## src/rtl/rcpu_mem_arbiter_if.sv

```systemverilog
// rcpu_mem_arbiter_if: shared memory port between the arbiter (master) and the memory/bus decoder (slave).
interface rcpu_mem_arbiter_if #(parameter int N = 32, parameter int M = 16);
  logic [N-1:0] memAddr;
  logic [M-1:0] memWrite;
  logic [M-1:0] memRead;
  logic memRE;
  logic memWE;
  logic memReady;
  modport master (output memAddr, memWrite, memRE, memWE, input memRead, memReady);
  modport slave (input memAddr, memWrite, memRE, memWE, output memRead, memReady);
endinterface

```

## src/rtl/rcpu_mem_arbiter.sv

```systemverilog
// rcpu_mem_arbiter: round-robin multi-master memory arbiter with per-port lock and wait-state timeout.
module rcpu_mem_arbiter #(
  parameter int NUM_PORTS = 4,
  parameter int N = 32,
  parameter int M = 16,
  parameter int TIMEOUT = 255
) (
  input  logic clk,
  input  logic rst,
  input  logic [NUM_PORTS-1:0] port_re,
  input  logic [NUM_PORTS-1:0] port_we,
  input  logic [NUM_PORTS-1:0] port_lock,
  input  logic [NUM_PORTS*N-1:0] port_addr,
  input  logic [NUM_PORTS*M-1:0] port_wdata,
  output logic [M-1:0] port_rdata,
  output logic [NUM_PORTS-1:0] port_ready,
  output logic [NUM_PORTS-1:0] port_err,
  output logic [NUM_PORTS-1:0] port_grant,
  output logic busy,
  rcpu_mem_arbiter_if.master mem
);
  localparam int PW = $clog2(NUM_PORTS);
  localparam int CW = $clog2(TIMEOUT + 1);
  typedef enum logic {IDLE, ACTIVE} state_t;
  state_t state;
  logic [PW-1:0] rr_ptr, g, pick, g_next;
  logic [PW:0] s;
  logic [CW-1:0] cnt;
  logic [NUM_PORTS-1:0] req;
  logic act, req_g, done, tmo;
  assign req = port_re | port_we;
  assign act = state == ACTIVE;
  assign req_g = act & req[g];
  assign done = req_g & mem.memReady;
  assign tmo = req_g & ~mem.memReady & (cnt == CW'(TIMEOUT));
  assign g_next = (g == PW'(NUM_PORTS - 1)) ? '0 : g + 1'b1;
  assign busy = act;
  // Scan from the farthest offset down so the requester nearest rr_ptr wins.
  always_comb begin
    pick = rr_ptr;
    s = '0;
    for (int i = NUM_PORTS - 1; i >= 0; i--) begin
      s = {1'b0, rr_ptr} + (PW+1)'(i);
      s = (s >= (PW+1)'(NUM_PORTS)) ? s - (PW+1)'(NUM_PORTS) : s;
      pick = req[s[PW-1:0]] ? s[PW-1:0] : pick;
    end
  end
  always_ff @(posedge clk or negedge rst) begin
    if (!rst) begin
      state <= IDLE;
      rr_ptr <= '0;
      g <= '0;
      port_grant <= '0;
      cnt <= '0;
    end else if (!act) begin
      if (|req) begin
        state <= ACTIVE;
        g <= pick;
        port_grant <= NUM_PORTS'(1) << pick;
        cnt <= '0;
      end
    end else if (done || tmo || (!req[g] && !port_lock[g])) begin
      cnt <= '0;
      if (tmo || !port_lock[g]) begin
        state <= IDLE;
        port_grant <= '0;
        rr_ptr <= g_next;
      end
    end else if (req[g]) begin
      cnt <= cnt + 1'b1;
    end
  end
  assign mem.memAddr = act ? port_addr[g*N +: N] : '0;
  assign mem.memWrite = act ? port_wdata[g*M +: M] : '0;
  assign mem.memWE = req_g & port_we[g];
  assign mem.memRE = req_g & port_re[g] & ~port_we[g];
  assign port_ready = done ? port_grant : '0;
  assign port_err = tmo ? port_grant : '0;
  assign port_rdata = (done & ~port_we[g]) ? mem.memRead : '0;
endmodule

```

## src/flat_wrapper.sv

```systemverilog
// flat-port wrapper written by rule: the top's interface ports become plain ports
module rcpu_mem_arbiter_flat 
#(
  parameter int NUM_PORTS = 4,
  parameter int N = 32,
  parameter int M = 16,
  parameter int TIMEOUT = 255
)
  (clk, rst, port_re, port_we, port_lock, port_addr, port_wdata, port_rdata, port_ready, port_err, port_grant, busy, mem_memAddr, mem_memWrite, mem_memRE, mem_memWE, mem_memRead, mem_memReady);
  rcpu_mem_arbiter_if #(.N(N), .M(M)) mem_i ();
  input  logic clk;
  input  logic rst;
  input  logic [NUM_PORTS-1:0] port_re;
  input  logic [NUM_PORTS-1:0] port_we;
  input  logic [NUM_PORTS-1:0] port_lock;
  input  logic [NUM_PORTS*N-1:0] port_addr;
  input  logic [NUM_PORTS*M-1:0] port_wdata;
  output logic [M-1:0] port_rdata;
  output logic [NUM_PORTS-1:0] port_ready;
  output logic [NUM_PORTS-1:0] port_err;
  output logic [NUM_PORTS-1:0] port_grant;
  output logic busy;
  output wire logic [$bits(mem_i.memAddr)-1:0] mem_memAddr;
  output wire logic [$bits(mem_i.memWrite)-1:0] mem_memWrite;
  output wire logic [$bits(mem_i.memRE)-1:0] mem_memRE;
  output wire logic [$bits(mem_i.memWE)-1:0] mem_memWE;
  input wire logic [$bits(mem_i.memRead)-1:0] mem_memRead;
  input wire logic [$bits(mem_i.memReady)-1:0] mem_memReady;
  assign mem_memAddr = mem_i.memAddr;
  assign mem_memWrite = mem_i.memWrite;
  assign mem_memRE = mem_i.memRE;
  assign mem_memWE = mem_i.memWE;
  assign mem_i.memRead = mem_memRead;
  assign mem_i.memReady = mem_memReady;
  rcpu_mem_arbiter #(.NUM_PORTS(NUM_PORTS), .N(N), .M(M), .TIMEOUT(TIMEOUT)) u_core (.clk(clk), .rst(rst), .port_re(port_re), .port_we(port_we), .port_lock(port_lock), .port_addr(port_addr), .port_wdata(port_wdata), .port_rdata(port_rdata), .port_ready(port_ready), .port_err(port_err), .port_grant(port_grant), .busy(busy), .mem(mem_i));
endmodule
```

## config.mk

```make
export PLATFORM = sky130hd
export DESIGN_NAME = rcpu_mem_arbiter_flat
export DESIGN_NICKNAME = d
export VERILOG_FILES = /design/src/rtl/rcpu_mem_arbiter_if.sv /design/src/rtl/rcpu_mem_arbiter.sv /design/src/flat_wrapper.sv
export SDC_FILE = /design/constraint.sdc
export NUM_CORES = 1
export LEC_CHECK = 0
export ABC_AREA = 1
export BUFFER_PORTS_ARGS = -buffer_cell sky130_fd_sc_hd__buf_2
export CORE_AREA = 2 2 118 120
export DETAILED_ROUTE_END_ITERATION = 16
export DIE_AREA = 0 0 120 122
export SYNTH_ARGS = -nofsm -noshare
export SYNTH_HDL_FRONTEND = slang
export SYNTH_SLANG_ARGS = --single-unit
```

## constraint.sdc

```tcl
create_clock -name clk -period 2.7 [get_ports clk]
set_clock_uncertainty 0.2 [all_clocks]
set_input_delay 0.54 -clock clk [delete_from_list [all_inputs] [get_ports clk]]
set_output_delay 0.54 -clock clk [all_outputs]
set_load 0.01 [all_outputs]
```

# Yosys cells after proc, flatten, opt, wreduce, memory -nomap -nowiden
# Index checks and enable logic that the tools add are counted.
[totals]
reg_bits = 17
out_inout_bits = 79
wordCells = 97
[op_classes]
addsub = 9
eq_ne = 5
shifts = 3
magnitude_cmp = 9
mux = 42
reduce_logical = 12
n_bitwise = 12
[ops]
columns = ["op", "n"]
rows = [
  ["$shiftx 128x8->32", 1],
  ["$shiftx 64x7->16", 1],
  ["$mux 16", 2],
  ["$mux 32", 1],
  ["$mux 8", 4],
  ["$mux 4", 6],
  ["$mux 2", 9],
  ["$bmux 1 s2", 8],
  ["$lt 2x3->1 const B", 5],
  ["$mux 1", 12],
  ["$ge 3x3->1 const B", 3],
  ["$add 8x1->8 const B", 1],
  ["$and 1x1->1", 8],
  ["$eq 8x8->1 const B", 1],
  ["$sub 2x1->2 const B", 4],
  ["$add 2x2->3 const B", 2],
  ["$reduce_and 3->1", 2],
  ["$ne 2x2->1 const B", 2],
  ["$or 4x4->4", 1],
  ["$reduce_and 2->1", 2],
  ["$reduce_or 4->1", 1],
  ["$shl 1x2->4 const A", 1],
  ["$add 2x1->3 const B", 1],
  ["$ge 2x3->1 const B", 1],
  ["other kinds (8)", 13],
]

# Longest topological paths before layout
# Gate-level depths: netlist (run 1).
[logic_depth]
depth_word = 12
depth_mapped = 13
depth_no_buf = 12

# Worst setup path after synthesis (run 1)
# No wires, ideal clock.
[synth_timing]
kind = "input -> output"
from = "input port_we[2]"
to = "output port_rdata[10]"
slack_ns = 0.389
stages = 11
n_path_buf = 1
t_arrival_ns = 1.571
path_cell_list = "nor2_1 > nand2_1 > nand3_2 > nand2_4 > inv_4 > nor2_4 > inv_2 > nor2_4 > nand2_2 > buf_6 > nor2_2"
[synth_between]
elab_chain_cells = 7
elab_cells_between_ends = 10
classes_between = "5 x mux; 5 x bitwise"
[synth_lines]
columns = ["element", "line", "text"]
rows = [
  ["start, declared", "flat_wrapper.sv:14", "input logic [NUM_PORTS-1:0] port_we;"],
  ["$or 4x4->4", "rcpu_mem_arbiter.sv:31", "assign req = port_re | port_we;"],
  ["$bmux 1 s2", "rcpu_mem_arbiter.sv:33", "assign req_g = act & req[g];"],
  ["$mux 1 (implied by the code)", "rcpu_mem_arbiter.sv:33", ""],
  ["$and 1x1->1", "rcpu_mem_arbiter.sv:33", ""],
  ["$and 1x1->1", "rcpu_mem_arbiter.sv:34", "assign done = req_g & mem.memReady;"],
  ["$and 1x1->1 *", "rcpu_mem_arbiter.sv:79", "assign port_rdata = (done & ~port_we[g]) ? mem.memRead : '0;"],
  ["$mux 16 *", "rcpu_mem_arbiter.sv:79", ""],
  ["end, declared", "flat_wrapper.sv:18", "output logic [M-1:0] port_rdata;"],
]
# Every way passes the cells marked *; elsewhere a longest branch is shown, timed or not. The select of a mux whose other input is x is not followed.

# Final worst setup path (run 1)
[layout_timing]
from = "register u_core.g[0]"
to = "output mem_memAddr[21]"
[layout_between]
elab_chain_cells = 2
[layout_lines]
columns = ["element", "line", "text"]
rows = [
  ["start, declared", "rcpu_mem_arbiter.sv:26", "logic [PW-1:0] rr_ptr, g, pick, g_next;"],
  ["start signal, assigned", "rcpu_mem_arbiter.sv:58", "g <= pick;"],
  ["$shiftx 128x8->32", "rcpu_mem_arbiter.sv:73", "assign mem.memAddr = act ? port_addr[g*N +: N] : '0;"],
  ["$mux 32", "rcpu_mem_arbiter.sv:73", ""],
  ["end, declared", "flat_wrapper.sv:23", "output wire logic [$bits(mem_i.memAddr)-1:0] mem_memAddr;"],
]
# Every way passes these cells.

==> summary.txt, run 1 <==
====================================================================================
Antenna Diode Count                                                                0
Leakage power of the design                                                  2.72 nW
Share of cells above drive strength 1                                          0.395
First-pass GRT wire length                                                  20600 um
CP max FO                                                                         34
First-pass iteration count of the detailed router                                  4
Clock period minus worst slack                                               2.56 ns
Power density relative to cell area                                       910 nW/um2
Layout net count                                                                1115
Placeable core region                                                      13500 um2
Io pins                                                                          302
Wire length reported by the detailed router                                 13500 um
CTS Buf Count                                                                      3
Worst voltage drop across the vdd grid                                        441 uV
Number of remaining DRC errors                                                     0
Result of the run                                                       complete, no violations
Summed area of non-filler cells in the final layout                         4850 um2
Pin count of the biggest net entering global routing                              77
Number of warnings reported in the yosys synthesis log                             0
Vias in the first global route                                                  4305
Fin Setup TNS                                                                   0 ns
Bufs on Longest Clock Path                                                         2
Synthesized area per cell                                                   5.00 um2
RePlAce Congestion                                                             0.895
Cells along the critical path                                           inv_2, buf_4, o21ai_0, a21oi_1, buf_2
Final antenna-violating net count                                                  0
Die width                                                                     120 um
Clock tree root buffer cell                                                clkbuf_16
Post-synth EDFFs                                                                   0
Slew Viols, Final                                                                  0
Global route overflow                                                              0
Largest delay contributor family on the critical path                   buffers and inverters
Clock latency on the worst-skew pair                                         0.25 ns
Slowest cell on the critical path                                            dfrtp_4
Slew headroom                                                                  0.728
Number of unique standard cell types used by synthesis                            28
Share of flip-flops with an asynchronous set or reset after synthesis           1.00
Setup WS post-layout                                                        0.142 ns
H-tree depth reported by CTS                                                       1
Worst hold-check path type                                                  in2async
WL/cell                                                                      12.6 um
Pre-CTS setup slack                                                        0.0743 ns
Total nets after synthesis                                                       832
Critical path buffers and inverters                                                3
Arrival time of the worst setup path                                         1.82 ns
Crit. End Element                                                         output pin
Required time reported for the critical path endpoint                        1.96 ns
Drt initial violations                                                           230
Highest Clock Rate                                                           391 MHz
Sequential-to-total area share from yosys stat                                 0.140
Startpoint type of the worst setup path                                     register
CTS tree                                                                       built
Via count                                                                       4844
Final HPWL from detailed placement                                          10700 um
Clock tree sinks                                                                  17
Total of endpoints with negative setup slack in the final report                   0
Final Hold Violating Endpoints                                                     0
Synth Flop Type                                                              dfrtp_1
Syn Std Cell Area                                                           3040 um2
Synthesized netlist cell count                                                   607
Critical setup path kind                                                     reg2out
CTS clock-pin slew for the worst setup and hold paths                        0.05 ns
Height of the chip                                                            122 um
Delay contributed by the slowest stage of the critical path                  0.52 ns
Max-cap violations                                                                 0
Initial Utilization                                                            0.225
Period Utilization, post-route                                                 0.948
Initial antenna violation count                                                    0
Worst-Margin Slew                                                           0.408 ns
Placed Instance Area                                                        4730 um2
Area delta synth->final                                                        59.8%
GRT Overall Usage                                                              0.170
Standard-cell row count                                                           43
Synthesized flop and latch total                                                  17
Via density                                                                     4.53
Number of fill cells                                                            1549
Die footprint                                                              14600 um2
PortBufs                                                                         301
====================================================================================
[final cells by class]
cell class	instances	area, um2	area share
Inverter	42	160	0.0330
Clock inverter	1	5.00	0.00103
Clock buffer	3	75.1	0.0155
Multi-Input combinational cell	507	2280	0.469
Sequential cell	17	430	0.0887
Timing Repair Buffer	319	1680	0.346
Tap cell	180	225	0.0464
[synth_stat cells, types with 4 or more instances]
cell | instances | share of area
nor2_1 | 228 | 0.28
o21ai_0 | 104 | 0.17
nand2_1 | 66 | 0.082
a21oi_1 | 51 | 0.084
inv_1 | 36 | 0.044
nand3_1 | 24 | 0.040
clkbuf_1 | 21 | 0.026
dfrtp_1 | 17 | 0.14
buf_2 | 14 | 0.023
nor2_2 | 10 | 0.021
inv_2 | 5 | 0.0062
nand4_1 | 4 | 0.0082
xor2_1 | 4 | 0.012
[layout by cell type (no fill, tap or decap), types with 4 or more instances in the layout]
| cell type | instances |
|---|---|
| nand4_1 | 4 |
| buf_4 | 15 |
| xor2_1 | 4 |
| inv_1 | 35 |
| a21oi_1 | 51 |
| nor2_1 | 228 |
| nand3_1 | 24 |
| dfrtp_1 | 15 |
| nand2_1 | 66 |
| nor2_2 | 10 |
| buf_2 | 301 |
| inv_2 | 6 |
| o21ai_0 | 104 |
[worst reg2reg max path, delay by kind of cell, from the launching register on]
family,cells,cell delay [ns]
AOI/OAI and AO/OA,1,0.09
DFF,1,0.52
and+or+nand+nor,7,0.64
buffers and inverters,3,0.56
[stage by stage]
step           total power, mW  instances  utilization  hold slack (ns)
2_1_floorplan             2.79        607            -           0.0444
3_3_place_gp              4.08       1061        0.350            0.291
3_5_place_dp              4.07       1061        0.350            0.291
4_1_cts                   4.40       1065        0.357           0.0217
5_1_grt                   4.93       1069        0.359           0.0450
6_report                  4.42       1069        0.359          0.00885
[cell families after synthesis]
kind of cell / synth area share
AND/OR/NAND/NOR: 0.460
adder cells (fa/ha/maj): 0.00824
AO/OA/AOI/OAI: 0.262
flip-flops: 0.140
XOR/XNOR: 0.0144
buffers and inverters: 0.114
[report_power, final]
group / internal, mW / total [mW] / switching (mW)
sequential: 0.327 / 0.432 / 0.105
clock: 0.198 / 0.297 / 0.0987
combinational: 1.40 / 3.69 / 2.29
[path summary, 6_finish.rpt]
check	start	end	slack, ns	cells past startpoint
hold reg to reg	u_core.port_grant[0]	u_core.port_grant[0]	0.36	2
max in group asynchronous	rst	u_core.g[0]	1.97	1
setup reg to reg	u_core.g[0]	u_core.rr_ptr[1]	0.56	11
min in group clk	u_core.port_grant[0]	u_core.port_grant[0]	0.36	2
hold / removal	rst	u_core.cnt[6]	0.009	1
setup / recovery	u_core.g[0]	mem_memAddr[21]	0.14	5
[flip-flops by register name, summed over array words and instances (netlist names)]
name	count
u_core.busy	1
u_core.cnt	8
u_core.rr_ptr	2
u_core.g	2
u_core.port_grant	4
[timing repair]
action	4_1_cts	5_1_grt
endpoints found under the setup margin	16	16
buffers inserted	0	4
hold buffers	0	0
resized for setup	1	1
cloned	0	0
pin swaps	0	2
[layer usage]
metal	up-vias	routed length, um	track usage
li1	2505	-	-
met1	2096	5840	0.213
met2	230	6500	0.312
met3	13	1000	0.0229
met4	0	140	0.0301
met5	-	0	0
Power figures use the tool's default switching activity.
==> run 2: changes to the inputs <==
--- a/config.mk
+++ b/config.mk
@@ -10,6 +10,7 @@
 export CORE_AREA = 2 2 118 120
 export DETAILED_ROUTE_END_ITERATION = 16
 export DIE_AREA = 0 0 120 122
+export PLACE_DENSITY = 0.59
 export SYNTH_ARGS = -nofsm -noshare
 export SYNTH_HDL_FRONTEND = slang
 export SYNTH_SLANG_ARGS = --single-unit
==> run 2 against run 1 <==
Clock power fell by 1%. Sequential share of layout area fell by 0.20 points. First-iteration DRC count fell by 3.9%. Total power rose by 4.3%. Highest routed layer unchanged.
==> summary.txt, run 2 (same netlist as run 1, synthesis figures left out) <==
===============================================================================
RePlAce Congestion                                                        0.873
Arrival time of the worst setup path                                    1.89 ns
Worst slack on hold paths                                             0.0124 ns
Standard-cell row count                                                      43
Clock latency on the worst-skew pair                                    0.25 ns
Slew Viols, Final                                                             0
Post-Layout Cell Count                                                     1077
Final antenna-violating net count                                             0
Total area of multi-input combinational cells                          2290 um2
Final HPWL from detailed placement                                     10900 um
Clock period minus worst slack                                          2.63 ns
Placeable core region                                                 13500 um2
Global route overflow                                                         0
Max-cap violations                                                            0
Result of the run                                                  complete, no violations
Clock tree root buffer cell                                           clkbuf_16
Setup repair after global routing missed its margin                        true
CTS tree                                                                  built
Share of cells above drive strength 1                                     0.398
Initial Utilization                                                       0.225
Register Area                                                           430 um2
Power density relative to cell area                                  928 nW/um2
Leading cell type in the layout, fill and taps excluded                   buf_2
Required time reported for the critical path endpoint                   1.96 ns
Via count                                                                  4911
Critical setup path kind                                                reg2out
Wire length reported by the detailed router                            14400 um
Pre-CTS setup slack                                                    0.112 ns
Highest Clock Rate                                                      380 MHz
Placed Instance Area                                                   4740 um2
Vias in the first global route                                             4272
CTS Buf Count                                                                 3
CP max FO                                                                     8
Max FFs per register                                                          8
Crit. End Element                                                    output pin
M1 GR Usage                                                               0.226
Period Utilization, post-route                                            0.975
Met3 track demand over resource                                          0.0248
Height of the chip                                                       122 um
First-pass iteration count of the detailed router                             5
Io pins                                                                     302
Final Hold Violating Endpoints                                                0
Total of endpoints with negative setup slack in the final report              0
Worst hold-check path type                                             in2async
H-tree depth reported by CTS                                                  1
Bufs on Longest Clock Path                                                    2
Layout net count                                                           1122
Setup WS post-layout                                                  0.0671 ns
PortBufs                                                                    301
Global routing met2 resource utilization                                  0.306
WL/cell                                                                 13.3 um
Die width                                                                120 um
Clock tree sinks                                                             17
Number of fill cells                                                       1598
Worst-Margin Slew                                                      0.392 ns
First-pass GRT wire length                                             20900 um
Count of placed standard cells including taps                              1063
Number of remaining DRC errors                                                0
Die footprint                                                         14600 um2
Summed area of non-filler cells in the final layout                    4960 um2
Worst voltage drop across the vdd grid                                   396 uV
Leakage power of the design                                             2.77 nW
Registers with the most flip-flops                                 u_core.cnt (8), u_core.port_grant (4)
Via density                                                                4.56
Pin count of the biggest net entering global routing                         72
Initial antenna violation count                                               0
Slew headroom                                                             0.739
Drt initial violations                                                      221
Most frequent cells in the layout                                  buf_2 (301), nor2_1 (228), o21ai_0 (104)
CTS clock-pin slew for the worst setup and hold paths                   0.05 ns
Area delta synth->final                                                   63.4%
Startpoint type of the worst setup path                                register
Largest Register                                                     u_core.cnt
GRT Max-Usage Layer                                                        met2
GRT Overall Usage                                                         0.173
===============================================================================
-- run 2: through the flow --
stage	power, mW	TNS [ns]	util
after global routing	5.10	-0.0813	0.367
after floorplan	2.79	0	-
final	4.61	0	0.368
after global placement	4.10	0	0.351
after CTS	4.43	0	0.358
after detailed placement	4.09	0	0.351
-- run 2: layout make-up --
| cell class | instances | share of cell area |
|---|---|---|
| diodes | 1 | 0.000504 |
| clock buffers | 4 | 0.0159 |
| well taps | 180 | 0.0454 |
| flip-flops and latches | 17 | 0.0867 |
| repair buffers | 325 | 0.357 |
| inverters | 42 | 0.0328 |
| multi-input cells | 508 | 0.462 |
-- run 2: path summary, 6_finish.rpt --
check | from | to | slack [ns] | depth (start not counted)
min in group clk | u_core.port_grant[3] | u_core.port_grant[3] | 0.36 | 2
worst max-delay path | u_core.g[0] | port_rdata[1] | 0.07 | 8
max in group asynchronous | rst | u_core.g[0] | 1.97 | 1
worst max register to register | u_core.g[0] | u_core.cnt[0] | 0.65 | 10
worst min-delay path | rst | u_core.cnt[7] | 0.01 | 1
worst min register to register | u_core.port_grant[3] | u_core.port_grant[3] | 0.36 | 2
-- run 2: repair_timing --
action / in CTS / in global routing
cloned: 0 / 3
hold buffers: 0 / 0
pin swaps: 0 / 5
endpoints found under the setup margin: 16 / 17
buffers inserted: 0 / 6
resized for setup: 2 / 4
-- run 2: worst max-delay path, cell delays in order, from the launching register on --
cell and delay, ns:
dfrtp_4 0.53, buf_16 0.15, a21oi_2 0.12, a32oi_1 0.07, buf_4 0.16, nor2_4 0.21
nand2_4 0.15, nor2_1 0.12, buf_2 0.13
-- run 2: report_power, final --
group | switching, mW | internal [mW]
clock | 0.0927 | 0.200
sequential | 0.0975 | 0.327
combinational | 2.38 | 1.51
-- run 2: per-layer routing --
layer  share of wire  vias to the layer above
met5               0                        -
met4           0.014                        0
met3           0.081                       16
met2            0.47                      238
met1            0.44                     2126
li1                -                     2531
